[src/rtl/theta_iter_gen_pkg.sv]
// Shared definitions for the theta sequencing stages: FSM encoding,
// global index width and a helper that sizes small index counters.
package theta_iter_gen_pkg;

  localparam int IT_W = 12;

  typedef enum logic [1:0] {
    ST_IDLE  = 2'd0,
    ST_ISSUE = 2'd1,
    ST_WAIT  = 2'd2,
    ST_DONE  = 2'd3
  } state_e;

  // Width for a counter covering 0..n-1; never narrower than one bit.
  function automatic int idx_w(input int n);
    return (n > 1) ? $clog2(n) : 1;
  endfunction

endpackage

[src/rtl/theta_iter_gen_rise_det.sv]
// Registered rising-edge detector: remembers last cycle's level and flags
// a 0->1 transition on the current input.
module theta_iter_gen_rise_det (
  input  logic clk_i,
  input  logic rst_i,
  input  logic sig_i,
  output logic rise_o
);

  logic prev_q;

  always_ff @(posedge clk_i) begin
    if (rst_i) begin
      prev_q <= 1'b0;
    end else begin
      prev_q <= sig_i;
    end
  end

  assign rise_o = sig_i & ~prev_q;

endmodule

[src/rtl/theta_iter_gen.sv]
// Sequencer issuing global scan-point indices to the theta-cosine stage,
// paced by a minimum tick period and gated by the downstream result ack.
module theta_iter_gen
  import theta_iter_gen_pkg::*;
#(
  parameter int POINTS_PER_LINE_P  = 360,
  parameter int NUMBER_OF_FRAMES_P = 5,
  parameter int TICKS_PER_POINT_P  = 100,
  localparam int TOTAL_POINTS_P    = POINTS_PER_LINE_P * NUMBER_OF_FRAMES_P,
  localparam int PT_W              = idx_w(POINTS_PER_LINE_P),
  localparam int FR_W              = idx_w(NUMBER_OF_FRAMES_P)
) (
  input  logic            clk_i,
  input  logic            rst_i,
  input  logic            start_i,
  input  logic            stop_i,
  input  logic            result_valid_i,
  output logic            theta_iteration_valid_o,
  output logic [IT_W-1:0] theta_iteration_o,
  output logic [PT_W-1:0] point_idx_o,
  output logic [FR_W-1:0] frame_idx_o,
  output logic            busy_o,
  output logic            done_o,
  output logic            overrun_o
);

  localparam int TK_W = idx_w(TICKS_PER_POINT_P);
  localparam logic [TK_W-1:0] TICK_LAST = TK_W'(TICKS_PER_POINT_P - 2);
  localparam logic [IT_W-1:0] IT_LAST   = IT_W'(TOTAL_POINTS_P - 1);
  localparam logic [PT_W-1:0] PT_LAST   = PT_W'(POINTS_PER_LINE_P - 1);

  state_e            state_q, state_d;
  logic [TK_W-1:0]   tick_q, tick_d;
  logic              ack_q, ack_d;
  logic [IT_W-1:0]   it_q, it_d;
  logic [PT_W-1:0]   pt_q, pt_d;
  logic [FR_W-1:0]   fr_q, fr_d;
  logic              ovr_q, ovr_d;
  logic              valid_q, busy_q, done_q;
  logic              rise;
  logic              ack_seen;
  logic              deadline;

  theta_iter_gen_rise_det u_rise_det (
    .clk_i  (clk_i),
    .rst_i  (rst_i),
    .sig_i  (result_valid_i),
    .rise_o (rise)
  );

  // tick_q saturates at TICK_LAST, which is the last WAIT cycle before the
  // minimum period expires; an ack in that same cycle still counts.
  assign deadline = (tick_q == TICK_LAST);
  assign ack_seen = ack_q | rise;

  always_comb begin
    state_d = state_q;
    tick_d  = tick_q;
    ack_d   = ack_q;
    it_d    = it_q;
    pt_d    = pt_q;
    fr_d    = fr_q;
    ovr_d   = ovr_q;

    case (state_q)
      ST_IDLE: begin
        if (start_i && !stop_i) begin
          state_d = ST_ISSUE;
          it_d    = '0;
          pt_d    = '0;
          fr_d    = '0;
          ovr_d   = 1'b0;
        end
      end
      ST_ISSUE: begin
        tick_d  = '0;
        ack_d   = 1'b0;
        state_d = ST_WAIT;
      end
      ST_WAIT: begin
        if (tick_q != TICK_LAST) begin
          tick_d = tick_q + TK_W'(1);
        end
        if (rise) begin
          ack_d = 1'b1;
        end
        if (deadline) begin
          if (!ack_seen) begin
            ovr_d = 1'b1;
          end else if (it_q == IT_LAST) begin
            state_d = ST_DONE;
          end else begin
            state_d = ST_ISSUE;
            it_d    = it_q + IT_W'(1);
            if (pt_q == PT_LAST) begin
              pt_d = '0;
              fr_d = fr_q + FR_W'(1);
            end else begin
              pt_d = pt_q + PT_W'(1);
            end
          end
        end
      end
      ST_DONE: begin
        state_d = ST_IDLE;
      end
      default: begin
        state_d = ST_IDLE;
      end
    endcase

    // Abort wins over everything; the overrun history survives it.
    if (stop_i) begin
      state_d = ST_IDLE;
      tick_d  = '0;
      ack_d   = 1'b0;
      it_d    = '0;
      pt_d    = '0;
      fr_d    = '0;
      ovr_d   = ovr_q;
    end
  end

  always_ff @(posedge clk_i) begin
    if (rst_i) begin
      state_q <= ST_IDLE;
      tick_q  <= '0;
      ack_q   <= 1'b0;
      it_q    <= '0;
      pt_q    <= '0;
      fr_q    <= '0;
      ovr_q   <= 1'b0;
      valid_q <= 1'b0;
      busy_q  <= 1'b0;
      done_q  <= 1'b0;
    end else begin
      state_q <= state_d;
      tick_q  <= tick_d;
      ack_q   <= ack_d;
      it_q    <= it_d;
      pt_q    <= pt_d;
      fr_q    <= fr_d;
      ovr_q   <= ovr_d;
      valid_q <= (state_d == ST_ISSUE);
      busy_q  <= (state_d == ST_ISSUE) || (state_d == ST_WAIT);
      done_q  <= (state_d == ST_DONE);
    end
  end

  assign theta_iteration_valid_o = valid_q;
  assign theta_iteration_o       = it_q;
  assign point_idx_o             = pt_q;
  assign frame_idx_o             = fr_q;
  assign busy_o                  = busy_q;
  assign done_o                  = done_q;
  assign overrun_o               = ovr_q;

endmodule

[config.mk]
export PLATFORM = sky130hd
export DESIGN_NAME = theta_iter_gen
export DESIGN_NICKNAME = d
export VERILOG_FILES = /design/src/rtl/theta_iter_gen_pkg.sv /design/src/rtl/theta_iter_gen_rise_det.sv /design/src/rtl/theta_iter_gen.sv
export SDC_FILE = /design/constraint.sdc
export NUM_CORES = 1
export LEC_CHECK = 0
export BUFFER_PORTS_ARGS = -buffer_cell sky130_fd_sc_hd__buf_2
export CORE_AREA = 5 5 67 69
export DETAILED_ROUTE_END_ITERATION = 10
export DIE_AREA = 0 0 72 74
export GPL_TIMING_DRIVEN = 0
export PLACE_DENSITY = 0.77
export SETUP_SLACK_MARGIN = 0.4
export SYNTH_ARGS = -nofsm -noshare
export SYNTH_HDL_FRONTEND = slang
export SYNTH_SLANG_ARGS = --single-unit
[constraint.sdc]
create_clock -name clk_i -period 2.65 [get_ports clk_i]
set_input_delay 0.53 -clock clk_i [delete_from_list [all_inputs] [get_ports clk_i]]
set_output_delay 0.53 -clock clk_i [all_outputs]
set_load 0.01 [all_outputs]
After elaboration in Yosys (flattened, before gate mapping)
Cells that the tools add are included.
- equal/unequal tests: 18
- muxes and demuxes: 31
- add/sub/neg operators: 4
- reduce and logical (&&, ||, !) cells: 12
- bitwise gates (word level): 4
- operators by type and width (operator ; number):
    $mux 12 ; 4
    $mux 9 ; 5
    $pmux 12 s2 ; 1
    $pmux 9 s2 ; 1
    $ne 2x2->1 const B ; 8
    $mux 3 ; 5
    $pmux 7 s2 ; 1
    $add 12x1->12 const B ; 1
    $eq 12x11->1 const B ; 1
    $mux 2 ; 5
    $reduce_and 5->1 ; 2
    $add 9x1->9 const B ; 1
    $eq 9x9->1 const B ; 1
    $eq 2x2->1 const B ; 4
    $pmux 2 s4 ; 1
    $add 7x1->7 const B ; 1
    $eq 7x7->1 const B ; 1
    $mux 7 ; 1
    $ne 7x7->1 const B ; 1
    $pmux 3 s2 ; 1
    $reduce_and 6->1 ; 1
    $eq 2x1->1 const B ; 2
    $mux 1 ; 4
    $pmux 1 s2 ; 2
    11 further kinds ; 14
- bits of input ports: 5
- register bits after elaboration: 39
- output and inout bits: 28
- logic and storage cells: 80

Depth between registers and ports, before layout
- depth after elaboration: 9
- mapped depth: 9
- gate-level depth less buffers: 9

Modules after synthesis
From an unflattened synthesis, not the netlist that was laid out.
- cell total of the unflattened synthesis: 247
- area total of the unflattened synthesis: 2064.5 um^2
- by module, submodules not included (module ; area each (um^2) ; seq. area each (um^2) ; times used ; cells an instance):
    theta_iter_gen ; 2016.9 ; 760.7 ; 1 ; 244
    theta_iter_gen_rise_det ; 47.5 ; 20.0 ; 1 ; 3

Least setup slack after synthesis
OpenSTA, ideal clock, no wires.
- path kind: reg2reg
- start point: register pt_q[0] (netlist: point_idx_o[0])
- end point: register pt_q[3] (netlist: point_idx_o[3])
- setup time: 0.117 ns
- stages on the path, launching flop included: 7
- path slack: 0.688 ns
- required time: 2.533 ns
- arrival time: 1.845 ns
- buffers on the path: 1
- period minus slack after synthesis: 1.962 ns
- cells stage by stage: dfxtp_1 -> ha_1 -> nand4b_1 -> o41ai_1 -> buf_2 -> o21ai_0 -> a32o_1
- word-level cells in the longest chain between the ends: 6
- elaborated cells on any way between the ends: 7
- those cells by class: add/sub: 1; eq/ne: 1; mux: 5
- RTL lines (element ; line ; text):
    start, declared ; theta_iter_gen.sv:36 ; logic [PT_W-1:0] pt_q, pt_d;
    start signal, assigned ; theta_iter_gen.sv:141 ; pt_q <= pt_d;
    $add 9x1->9 / $eq 9x9->1 (equally long branches) ; theta_iter_gen.sv:99, theta_iter_gen.sv:95 ;
    $mux 9 (*) ; theta_iter_gen.sv:95 ; if (pt_q == PT_LAST) begin
    $mux 9 (*) ; theta_iter_gen.sv:90 ; end else if (it_q == IT_LAST) begin
    $mux 9 (*) ; theta_iter_gen.sv:88 ; if (!ack_seen) begin
    $mux 9 (*) ; theta_iter_gen.sv:87 ; if (deadline) begin
    $pmux 9 s2 (*) ; theta_iter_gen.sv:65 ; case (state_q)
Every way passes the cells marked *; elsewhere a longest branch is shown, timed or not. The select of a mux whose other input is x is not followed.
A chain may end at the register's enable or synchronous reset.

Worst setup path after layout
- start point: register it_q[0] (netlist: theta_iteration_o[0])
- end point: register pt_q[7] (netlist: point_idx_o[7])
- word-level cells in the longest chain between the ends: 3
- RTL lines (element ; line ; text):
    start, declared ; theta_iter_gen.sv:35 ; logic [IT_W-1:0] it_q, it_d;
    start signal, assigned ; theta_iter_gen.sv:140 ; it_q <= it_d;
    $eq 12x11->1 ; theta_iter_gen.sv:90 ;
    $ne 2x2->1 (no line) ; n/a ;
    $reduce_and 5->1 (no line) ; n/a ;
No other way between the ends.

==> impl_metrics.py <==
metrics = {
    "pwr": {
        "worst_case_vdd_ir_drop_mv": 0.302,
        "intPower_mw": 0.918,
        "power.share.switching_pct": 21.9,
        "sequentialPowerShare_pct": 50.3,
        "netSwitchingPower_mw": 0.257,
        "pwr-share-comb_pct": 6.1,
        "power_density_nw_per_um2": 487,
        "p_clk_share_pct": 43.6,
        "p_leak_nw": 0.907,
    },
    "clocking": {
        "tritoncts": "done",
        "cts-root-to-sink-buffers": 2,
        "cts_made_buffers": 5,
        "cts_num_sinks": 39,
        "post-cts-setup-buffers": 0,
        "clock_latency_on_the_worst_skew_pair_ns": 0.29,
        "clock_tree.htree_level_count": 2,
        "root_buffer": "clkbuf_8",
        "worst_setup_hold_path_clk_slew_ns": 0.08,
    },
    "logic_synthesis": {
        "netlist.top_cell.by_area": "dfxtp_1",
        "postSynthCellCount": 241,
        "synth_top_cells_by_area": "dfxtp_1 (38%), a21oi_1 (4.9%), ha_1 (4.3%)",
        "yosys_warnings": 0,
        "post_synth_edffs": 0,
        "synth-main-ff-cell": "dfxtp_1",
        "synthDistinctLibCells": 49,
        "synth_seq_area_share_pct": 38.1,
        "syn-num-nets": 253,
        "synthDominantCellAreaShare_pct": 38.1,
        "syn_avg_cell_area_um2": 8.50,
        "syn_area_um2": 2050,
        "postSynthRegisterBits": 39,
        "async_reset_ff_share_pct": 0,
    },
    "drt": {
        "post_drt_via_cell_ratio": 5.92,
        "detailroute.via_count": 1961,
        "first_iter_violations": 162,
        "finalWirelength_um": 4930,
        "post-route-drc-count": 0,
        "antenna_left": 0,
        "drt_pre_antenna_iters": 4,
        "drt-wirelength-per-cell_um": 14.9,
    },
    "min_path": {
        "min_path_type": "in2reg",
    },
    "sta": {
        "fin_crit_sh_pct": 81.8,
        "timing.final.hold_violations": 0,
        "timing.final.max_slew_violations": 0,
        "setup_violations": 0,
        "rsz_0062_raised_after_global_routing": "no",
        "post-route-min-period_ns": 2.17,
        "timing.max_slew.rel_slack_pct": 65.8,
        "max_freq_mhz": 461,
        "setup_tns_ns": 0,
        "timing.clock.skew_ns": 0.00817,
        "timing_worst_slew_pin_value_ns": 0.512,
    },
    "worst_setup_path": {
        "cp_data_required_time_ns": 2.84,
        "worstSetupEndpointType": "register",
        "path_max_fanout": 10,
        "startpoint_type": "register",
        "worst-setup-path-type": "reg2reg",
        "timing.critical_path.arrival_ns": 2.36,
    },
    "die": {
        "core_area_um2": 3860,
        "floorplan.initialDensity_pct": 53.1,
        "die_area_um2": 5330,
        "boundaryPins": 33,
        "num_rows": 23,
        "dieWidth_um": 72,
        "floorplan.die.height_um": 74,
    },
    "grt": {
        "wire_length_of_the_first_global_routing_pass_um": 8390,
        "antenna_found_initial": 0,
        "grt_pass1_vias": 1892,
        "pin_count_of_the_biggest_net_entering_global_routing": 13,
        "grt_use_total_pct": 19.8,
        "overflow": 0,
    },
    "layout": {
        "final_cell_mix": "dfxtp_1 (39), buf_2 (35), a21oi_1 (20), nand2_1 (18), nor2_1 (17)",
        "fill_cells": 340,
        "design.final.nets": 292,
        "layout.cells.most_common": "dfxtp_1",
        "num_antenna_cells": 0,
        "final_util_pct": 62.6,
        "area_added_between_synthesis_and_finish_pct": 17.8,
        "drive_gt1_share_pct": 20.6,
    },
    "status": {
        "result_of_the_run": "completed",
    },
    "place": {
        "rd_place_congestion": 0.823,
        "place_hpwl_um": 3600,
        "numPortBuffers": 32,
    },
    "flow_run": {
        "max-cap-violations": 0,
    },
}
[Yosys cell counts (5+ instances only)]
library cell / number
a21oi_1: 20
clkbuf_1: 7
dfxtp_1: 39
ha_1: 7
nand2_1: 18
nand2b_1: 5
nand3_1: 10
nand4_1: 5
nor2_1: 17
nor2b_1: 10
nor3_1: 5
o211ai_1: 7
o21ai_0: 14
or3_1: 5
[critical path, cell delays in order, from the launching register on]
cell and delay [ns]:
dfxtp_1 0.36, ha_1 0.25, and2_1 0.21, a41oi_1 0.23
a21boi_1 0.34, buf_2 0.29, o21ai_0 0.13, a32o_1 0.26
[worst paths after layout]
kind	startpoint	end	slack [ns]	cells after the start
worst max-delay path	theta_iteration_o[0]$_SDFFE_PP0P_	point_idx_o[7]$_SDFFE_PP0P_	0.48	7
worst min-delay path	start_i	overrun_o$_SDFFE_PP0P_	0.46	2
worst min register to register	point_idx_o[1]$_SDFFE_PP0P_	point_idx_o[1]$_SDFFE_PP0P_	0.50	2
worst max register to register	theta_iteration_o[0]$_SDFFE_PP0P_	point_idx_o[7]$_SDFFE_PP0P_	0.48	7
[repair_timing]
| action | 4_1_cts | 5_1_grt |
|---|---|---|
| gates cloned | 0 | 0 |
| setup endpoints to repair | 5 | 8 |
| resized for setup | 2 | 3 |
| hold buffers | 0 | 0 |
| hold endpoints to repair | 0 | 0 |
[per-layer routing]
| metal | wire length [um] | global-route usage, % |
|---|---|---|
| met2 | 2430 | 34.3 |
| met5 | 0 | 0 |
| met3 | 261 | 4.59 |
| met1 | 2190 | 24.2 |
| met4 | 47 | 6.89 |
[metrics by stage]
| step | hold slack [ns] | worst slack [ns] | total power [mW] | cell area (um^2) | instances |
|---|---|---|---|---|---|
| 2_1_floorplan | 0.464 | 0.688 | 0.651 | 2050 | 241 |
| 4_1_cts | 0.456 | 0.501 | 1.18 | 2400 | 331 |
| 3_5_place_dp | 0.486 | 0.257 | 0.675 | 2270 | 323 |
| 3_3_place_gp | 0.467 | 0.249 | 0.673 | 2270 | 323 |
| 5_1_grt | 0.455 | 0.428 | 1.22 | 2410 | 331 |
| 6_report | 0.457 | 0.482 | 1.18 | 2410 | 331 |
[power groups by stage]
stage	Clock [mW]	Combinational, mW	Sequential (mW)
after floorplan	0	0.0448	0.606
after global placement	0	0.0683	0.605
after detailed placement	0	0.0697	0.605
after CTS	0.521	0.0704	0.591
after global routing	0.547	0.0791	0.591
final	0.513	0.0715	0.591
[registers in the layout, indices dropped and copies added (netlist names), 2 cells and up]
name and flops:
point_idx_o 9, state_q 2, theta_iteration_o 12, frame_idx_o 3, tick_q 7
[logic make-up after synthesis]
kind of cell,count (synthesis),synth area share [%]
AOI/OAI and AO/OA,68,22.7
DFF,39,38.1
muxes,2,0.977
and+or+nand+nor,104,28.2
adders and majority gates,7,4.28
buffers and inverters,17,4.03
xor gates and xnor gates,4,1.71
[final cells by class]
cell class,instances,area (um^2),area share (%)
Sequential cell,39,781,32.3
Timing Repair Buffer,32,160,6.64
Tap cell,50,62.6,2.59
Multi-Input combinational cell,185,1210,50.1
Buffer,12,63.8,2.64
Inverter,5,18.8,0.778
Clock inverter,2,35.0,1.45
Clock buffer,6,82.6,3.42
No activity file was read; power rests on OpenSTA's default activity.
